<file path="src/rtl/reg_file_wb.sv">
// Architectural register file (x0 hardwired to zero) with two combinational read ports,
// optional write-to-read forwarding, a registered debug read port and a commit counter.
module reg_file_wb #(
    parameter int unsigned XLEN   = 32,
    parameter bit          BYPASS = 1'b1
) (
    input  logic            clk,
    input  logic            rst,
    input  logic [4:0]      wb_rd,
    input  logic            wb_we,
    input  logic [XLEN-1:0] wb_data,
    input  logic [4:0]      rs1_addr,
    output logic [XLEN-1:0] rs1_data,
    input  logic [4:0]      rs2_addr,
    output logic [XLEN-1:0] rs2_data,
    input  logic            dbg_req,
    input  logic [4:0]      dbg_addr,
    output logic            dbg_valid,
    output logic [XLEN-1:0] dbg_data,
    output logic [31:0]     wr_count
);

    logic [XLEN-1:0] r_regs [32];
    logic [XLEN-1:0] r_dbg_data;
    logic            r_dbg_valid;
    logic [31:0]     r_wr_count;

    logic            w_commit;
    logic            w_byp1;
    logic            w_byp2;
    logic [XLEN-1:0] w_dbg_val;

    assign w_commit = wb_we && (wb_rd != 5'd0);

    // Forwarding is gated by rst so the read ports show all zeros while reset is held.
    always_comb begin
        w_byp1    = BYPASS && !rst && w_commit && (wb_rd == rs1_addr);
        w_byp2    = BYPASS && !rst && w_commit && (wb_rd == rs2_addr);
        rs1_data  = (rs1_addr == 5'd0) ? '0 : (w_byp1 ? wb_data : r_regs[rs1_addr]);
        rs2_data  = (rs2_addr == 5'd0) ? '0 : (w_byp2 ? wb_data : r_regs[rs2_addr]);
        w_dbg_val = (dbg_addr == 5'd0) ? '0 :
                    ((w_commit && (wb_rd == dbg_addr)) ? wb_data : r_regs[dbg_addr]);
    end

    always_ff @(posedge clk or posedge rst) begin
        if (rst) begin
            for (int unsigned i = 0; i < 32; i++) begin
                r_regs[i[4:0]] <= '0;
            end
            r_dbg_valid <= 1'b0;
            r_dbg_data  <= '0;
            r_wr_count  <= '0;
        end else begin
            if (w_commit) begin
                r_regs[wb_rd] <= wb_data;
                r_wr_count    <= r_wr_count + 32'd1;
            end
            if (dbg_req) begin
                r_dbg_valid <= 1'b1;
                r_dbg_data  <= w_dbg_val;
            end else begin
                r_dbg_valid <= 1'b0;
            end
        end
    end

    assign dbg_valid = r_dbg_valid;
    assign dbg_data  = r_dbg_data;
    assign wr_count  = r_wr_count;

endmodule

</file>
<file path="config.mk">
export PLATFORM = sky130hd
export DESIGN_NAME = reg_file_wb
export DESIGN_NICKNAME = d
export VERILOG_FILES = /design/src/rtl/reg_file_wb.sv
export SDC_FILE = /design/constraint.sdc
export NUM_CORES = 2
export LEC_CHECK = 0
export BUFFER_PORTS_ARGS = -buffer_cell sky130_fd_sc_hd__clkbuf_2
export CAP_MARGIN = 5
export CORE_ASPECT_RATIO = 1.5
export CORE_MARGIN = 2
export CORE_UTILIZATION = 41
export CTS_CLUSTER_DIAMETER = 80
export DETAILED_ROUTE_END_ITERATION = 7
export PLACE_DENSITY_LB_ADDON = 0.25
export SLEW_MARGIN = 20
export SYNTH_ARGS = -nofsm -noshare
export SYNTH_HDL_FRONTEND = slang
export SYNTH_SLANG_ARGS = --single-unit
</file>
<file path="constraint.sdc">
create_clock -name clk -period 54.6 [get_ports clk]
set_input_delay 13.65 -clock clk [delete_from_list [all_inputs] [get_ports clk]]
set_output_delay 13.65 -clock clk [all_outputs]
set_load 0.01 [all_outputs]
</file>
# == After elaboration in Yosys (flattened, before gate mapping) ==
# Index checks and enable logic that the tools add are counted.
# totals
register_bits,1089
inputBits,56
out_inout_bits,129
wordCells,78
# op_classes
add_sub_neg,1
n_lt_le_gt_ge,5
eq_ne,3
muxes,19
bitwise,4
reduce_logical,11
# op_table
op,n
1024-bit bitwise mux,1
32-bit binary-select mux with 5-bit select,3
32-bit 2-to-1 mux,13
32-bit demux with 5-bit select,1
"32-bit by 1-bit adder with 32-bit output, second input constant",1
"6-bit >= comparator, second input constant",4
5-bit inverter with 6-bit output,4
5-bit == test,3
5-bit zero test,3
1-bit logical AND,6
"6-bit by 1-bit less-than comparator with 1-bit output, second input constant",1
5-bit nonzero test,1
1-bit zero test,1
1-bit 2-to-1 mux,1

# == Depth between registers and ports, before layout ==
# logic_depth
depth_word,6
depth_mapped,10

# == Worst setup path after synthesis ==
# No wires, ideal clock.
# synth_timing
path_kind,input to output
from,input port rs1_addr[0]
to,output port rs1_data[31]
arrival_time_ns,15.361
setup_slack_ns,25.589
stages,7
cell_sequence,buf_2 buf_2 buf_2 mux4_2 o21ai_1 nand4_1 o21ba_1
# synth_via
elab_chain_len,6
word_cells_on_any_way,9
# synth_lines
element,line,rtl
from (decl),12,"input logic [4:0] rs1_addr,"
5-bit inverter with 6-bit output (not written as such),39,rs1_data = (rs1_addr == 5'd0) ? '0 : (w_byp1 ? wb_data : r_regs[rs1_addr]);
32-bit binary-select mux with 5-bit select,39,
32-bit 2-to-1 mux (not written as such) (2 in a row),39,
32-bit 2-to-1 mux,39,
32-bit 2-to-1 mux *,39,
to (decl),13,"output logic [XLEN-1:0] rs1_data,"
# Mark *: on every way between the ends. The rest lies on a longest branch, timed or not. The select of a mux whose other input is x is not followed.

# == Worst setup path after layout ==
# layout_timing
from,input port rs2_addr[1]
to,output port rs2_data[25]
# layout_via
elab_chain_len,6
word_cells_on_any_way,9
# layout_lines
element,line,rtl
from (decl),14,"input logic [4:0] rs2_addr,"
5-bit inverter with 6-bit output (not written as such),40,rs2_data = (rs2_addr == 5'd0) ? '0 : (w_byp2 ? wb_data : r_regs[rs2_addr]);
32-bit binary-select mux with 5-bit select,40,
32-bit 2-to-1 mux (not written as such) (2 in a row),40,
32-bit 2-to-1 mux,40,
32-bit 2-to-1 mux *,40,
to (decl),15,"output logic [XLEN-1:0] rs2_data,"
# Marked as above.

==> results.sh <==
export IMPL_synth_cell_area_um2=67000
export IMPL_cts_buffer_depth=3
export IMPL_worst_pin_slew_ps=1190
export IMPL_yosys_mux_area_fraction_pct=45.2
export IMPL_peak_supply_drop_uv=25.7
export IMPL_ys_top_cells_by_area="dfrtp_1, mux2_2, mux4_2"
export IMPL_multi_input_area_um2=37400
export IMPL_syn_nets=5096
export IMPL_ys_warnings_count=0
export IMPL_max_cap_violations=0
export IMPL_clock_latency_ps=760
export IMPL_setup_violations=0
export IMPL_final_hold_viol_count=0
export IMPL_grt_pass1_vias=48100
export IMPL_post_synth_and_or_nand_nor_area_fraction_pct=4.00
export IMPL_cp_start_kind="input pin"
export IMPL_grtUsageTotal_pct=29.3
export IMPL_fraction_of_layout_cells_with_a_size_suffix_above_1_pct=42.8
export IMPL_detailed_place_hpwl_um=139000
export IMPL_cp_startpoint="rs2_addr[1]"
export IMPL_die_area_um2=167000
export IMPL_slew_viol_final=0
export IMPL_grt_pass1_wl_um=355000
export IMPL_place_gp_congestion=0.842
export IMPL_data_required_time_of_the_critical_path_ps=40950
export IMPL_totalPowerFinal_w=0.00253
export IMPL_cts_sink_count=1089
export IMPL_number_of_antenna_violations_at_the_first_check_in_global_routing=8
export IMPL_cts_inserted_buffers=108
export IMPL_detailedRoute_firstPassIterationCount=6
export IMPL_final_setup_skew_ps=31.2
export IMPL_yosysTopAreaCell="dfrtp_1"
export IMPL_worst_slew_margin_relative_to_its_limit_pct=20.6
export IMPL_floorplan_die_width_um=334
export IMPL_start_util_pct=41.3
export IMPL_cts_resized=0
export IMPL_clock_slew_at_reported_path_ffs_ps=60
export IMPL_power_leakage_nw=31.6
export IMPL_route_detailed_vias_per_inst=6.76
export IMPL_final_setup_tns_ps=0
export IMPL_count_of_buffers_from_port_buffering=184
export IMPL_critical_path_peak_fanout=74
export IMPL_synth_area_in_adders_pct=0.0187
export IMPL_synthDominantCellAreaShare_pct=40.7
export IMPL_syn_mean_instance_area_um2=13.3
export IMPL_synth_commonest_cells="dfrtp_1, mux2_2, mux4_2"
export IMPL_route_detailed_drc=0
export IMPL_setup_worst_path_end_class="primary output"
export IMPL_parity_gate_share_of_the_synthesized_area_counting_xor_and_xnor_cells_pct=0.601
export IMPL_cts_setup_buffers=0
export IMPL_synth_async_reset_ratio_pct=100
export IMPL_initialDrtViolationCount=4692
export IMPL_post_synth_inst_count=5039
export IMPL_floorplan_io_pins=185
export IMPL_ys_ff_latch=1089
export IMPL_grt_remaining_overflow=0
export IMPL_timing_worst_setup_path_type="input pin to primary output"
export IMPL_ctsHtreeMaxLevel=3
export IMPL_fillers=14600
export IMPL_vias=47700
export IMPL_grt_setup_unrepaired="no"
export IMPL_fmax_mhz=31.3
export IMPL_min_delay_start="r_regs[1002]"
export IMPL_power_per_cell_area_nw_per_um2=34.8
export IMPL_layout_area_overhead_vs_synth_pct=8.78
export IMPL_result_of_the_run="completed"
export IMPL_detail_route_wl_per_cell_um=35.1
export IMPL_critical_path_max_stage_delay_ps=960
export IMPL_cts_hold_buffers=0
export IMPL_worstPathCellList="buf_8, buf_4, buf_4, mux4_2, mux2i_1, nor2_1, nor4_1, a21oi_1, clkbuf_2"
export IMPL_finish_net_count=4922
export IMPL_ys_types=53
export IMPL_combinational_family_with_the_most_area_after_synthesis="multiplexers"
export IMPL_post_synth_top_count_cell="dfrtp_1"
export IMPL_arrival_time_of_data_at_the_critical_path_endpoint_ps=18320
export IMPL_register_area_um2=27300
export IMPL_placeableCoreArea_um2=162000
export IMPL_cts_tree="built"
export IMPL_timing_final_crit_period_ps=31970
export IMPL_cp_slowest_cell="buf_4"
export IMPL_timing_critical_path_mode_cell="buf_4"
export IMPL_clock_tree_root_cell="clkbuf_16"
export IMPL_die_h_um=499
export IMPL_grt_max_degree=171
export IMPL_worst_min_delay_path_category="flip-flop to flip-flop"
export IMPL_synth_compound_gate_area_share_pct=5.55
export IMPL_ant_nets=0
export IMPL_synth_edff_count=0
export IMPL_routed_wl_um=248000
export IMPL_synth_top_flop_cell="dfrtp_1"
export IMPL_timing_final_crit_share_pct=58.6
export IMPL_yosysSeqAreaShare_pct=40.7
export IMPL_crit_reg2reg_launch="wr_count[2]"
export IMPL_core_rowCount=181
## flip-flops by register name, indices dropped and copies added (netlist names)
signal,cells
dbg_data,32
dbg_valid,1
r_regs,1024
wr_count,32
## final cells by class
class,count,share of cell area (%)
antenna,3,0.0103
clock buffer,151,4.22
clock inverter,45,0.846
inverter,16,0.0927
multi-input combinational,3368,51.4
sequential,1089,37.4
tap,2104,3.61
timing repair buffer,282,2.49
## worst max-delay path, delay by kind of cell
kind                   cells  cell delay [ps]
multiplexers               2              760
buffers and inverters      4             2510
AO/OA/AOI/OAI              1              390
AND/OR/NAND/NOR            2              910
## layer usage
layer  global-route usage [%]  up-vias  wire [µm]
li1                         -    19100          -
met1                     36.5    25400      94800
met2                     47.9     2484     119000
met3                     5.39      721      18500
met4                     16.5        8      15200
met5                        0        -         46
## kinds of logic (layout without fill, tap and decap cells)
logic type                 Yosys count  in the layout
buffers and inverters              582            494
AOI/OAI and AO/OA                  567            567
other                                0              3
and+or+nand+nor                    534            534
DFF                               1089           1089
adders and majority gates            1              1
xor gates and xnor gates            46             46
muxes                             2220           2220
## through the flow
stage / instance area (µm²) / std cells / hold slack, ps / setup slack, ps / utilization, %
after global placement: 69100 / 6857 / 394 / 22650 / 42.6
after floorplan: 67000 / 5039 / 458 / 10290 / -
after CTS: 72900 / 7054 / 416 / 22650 / 44.9
after global routing: 72900 / 7056 / 433 / 22480 / 44.9
after detailed placement: 69200 / 6858 / 403 / 22660 / 42.6
final: 72900 / 7058 / 413 / 22630 / 44.9
## worst paths after layout
path | end | slack (ps) | cells past startpoint
setup reg to reg | wr_count[31] | 52180 | 5
min in group asynchronous | r_regs[698] | 13190 | 2
hold / removal | r_regs[1002] | 410 | 0
setup / recovery | rs2_data[25] | 22630 | 9
hold reg to reg | r_regs[1002] | 410 | 0
max in group asynchronous | r_regs[140] | 38200 | 5
## power breakdown
group,total [W],switching [W],internal [W]
Combinational,0.000616,0.000268,0.000348
Sequential,0.00112,0.000159,0.000958
Clock,0.000802,0.000351,0.000450
Total,0.00253,0.000778,0.00176
## placed cells by master, fill, tap and decap left out, types with 41 or more instances in the layout
cell type / netlist / layout
o21ai_0: 101 / 101
clkbuf_2: 1 / 173
mux4_2: 517 / 517
nand4_1: 41 / 41
o21ai_1: 43 / 43
nor2_1: 87 / 75
nor3_1: 73 / 73
mux2_2: 1083 / 1083
dfrtp_1: 1089 / 1089
buf_4: 29 / 92
mux2_1: 207 / 207
mux2i_1: 413 / 413
clkbuf_16: 0 / 108
a22oi_1: 125 / 125
a21oi_1: 64 / 64
nand3_1: 73 / 72
o22ai_1: 125 / 125
nand2_1: 113 / 95
Power figures use the tool's default switching activity.
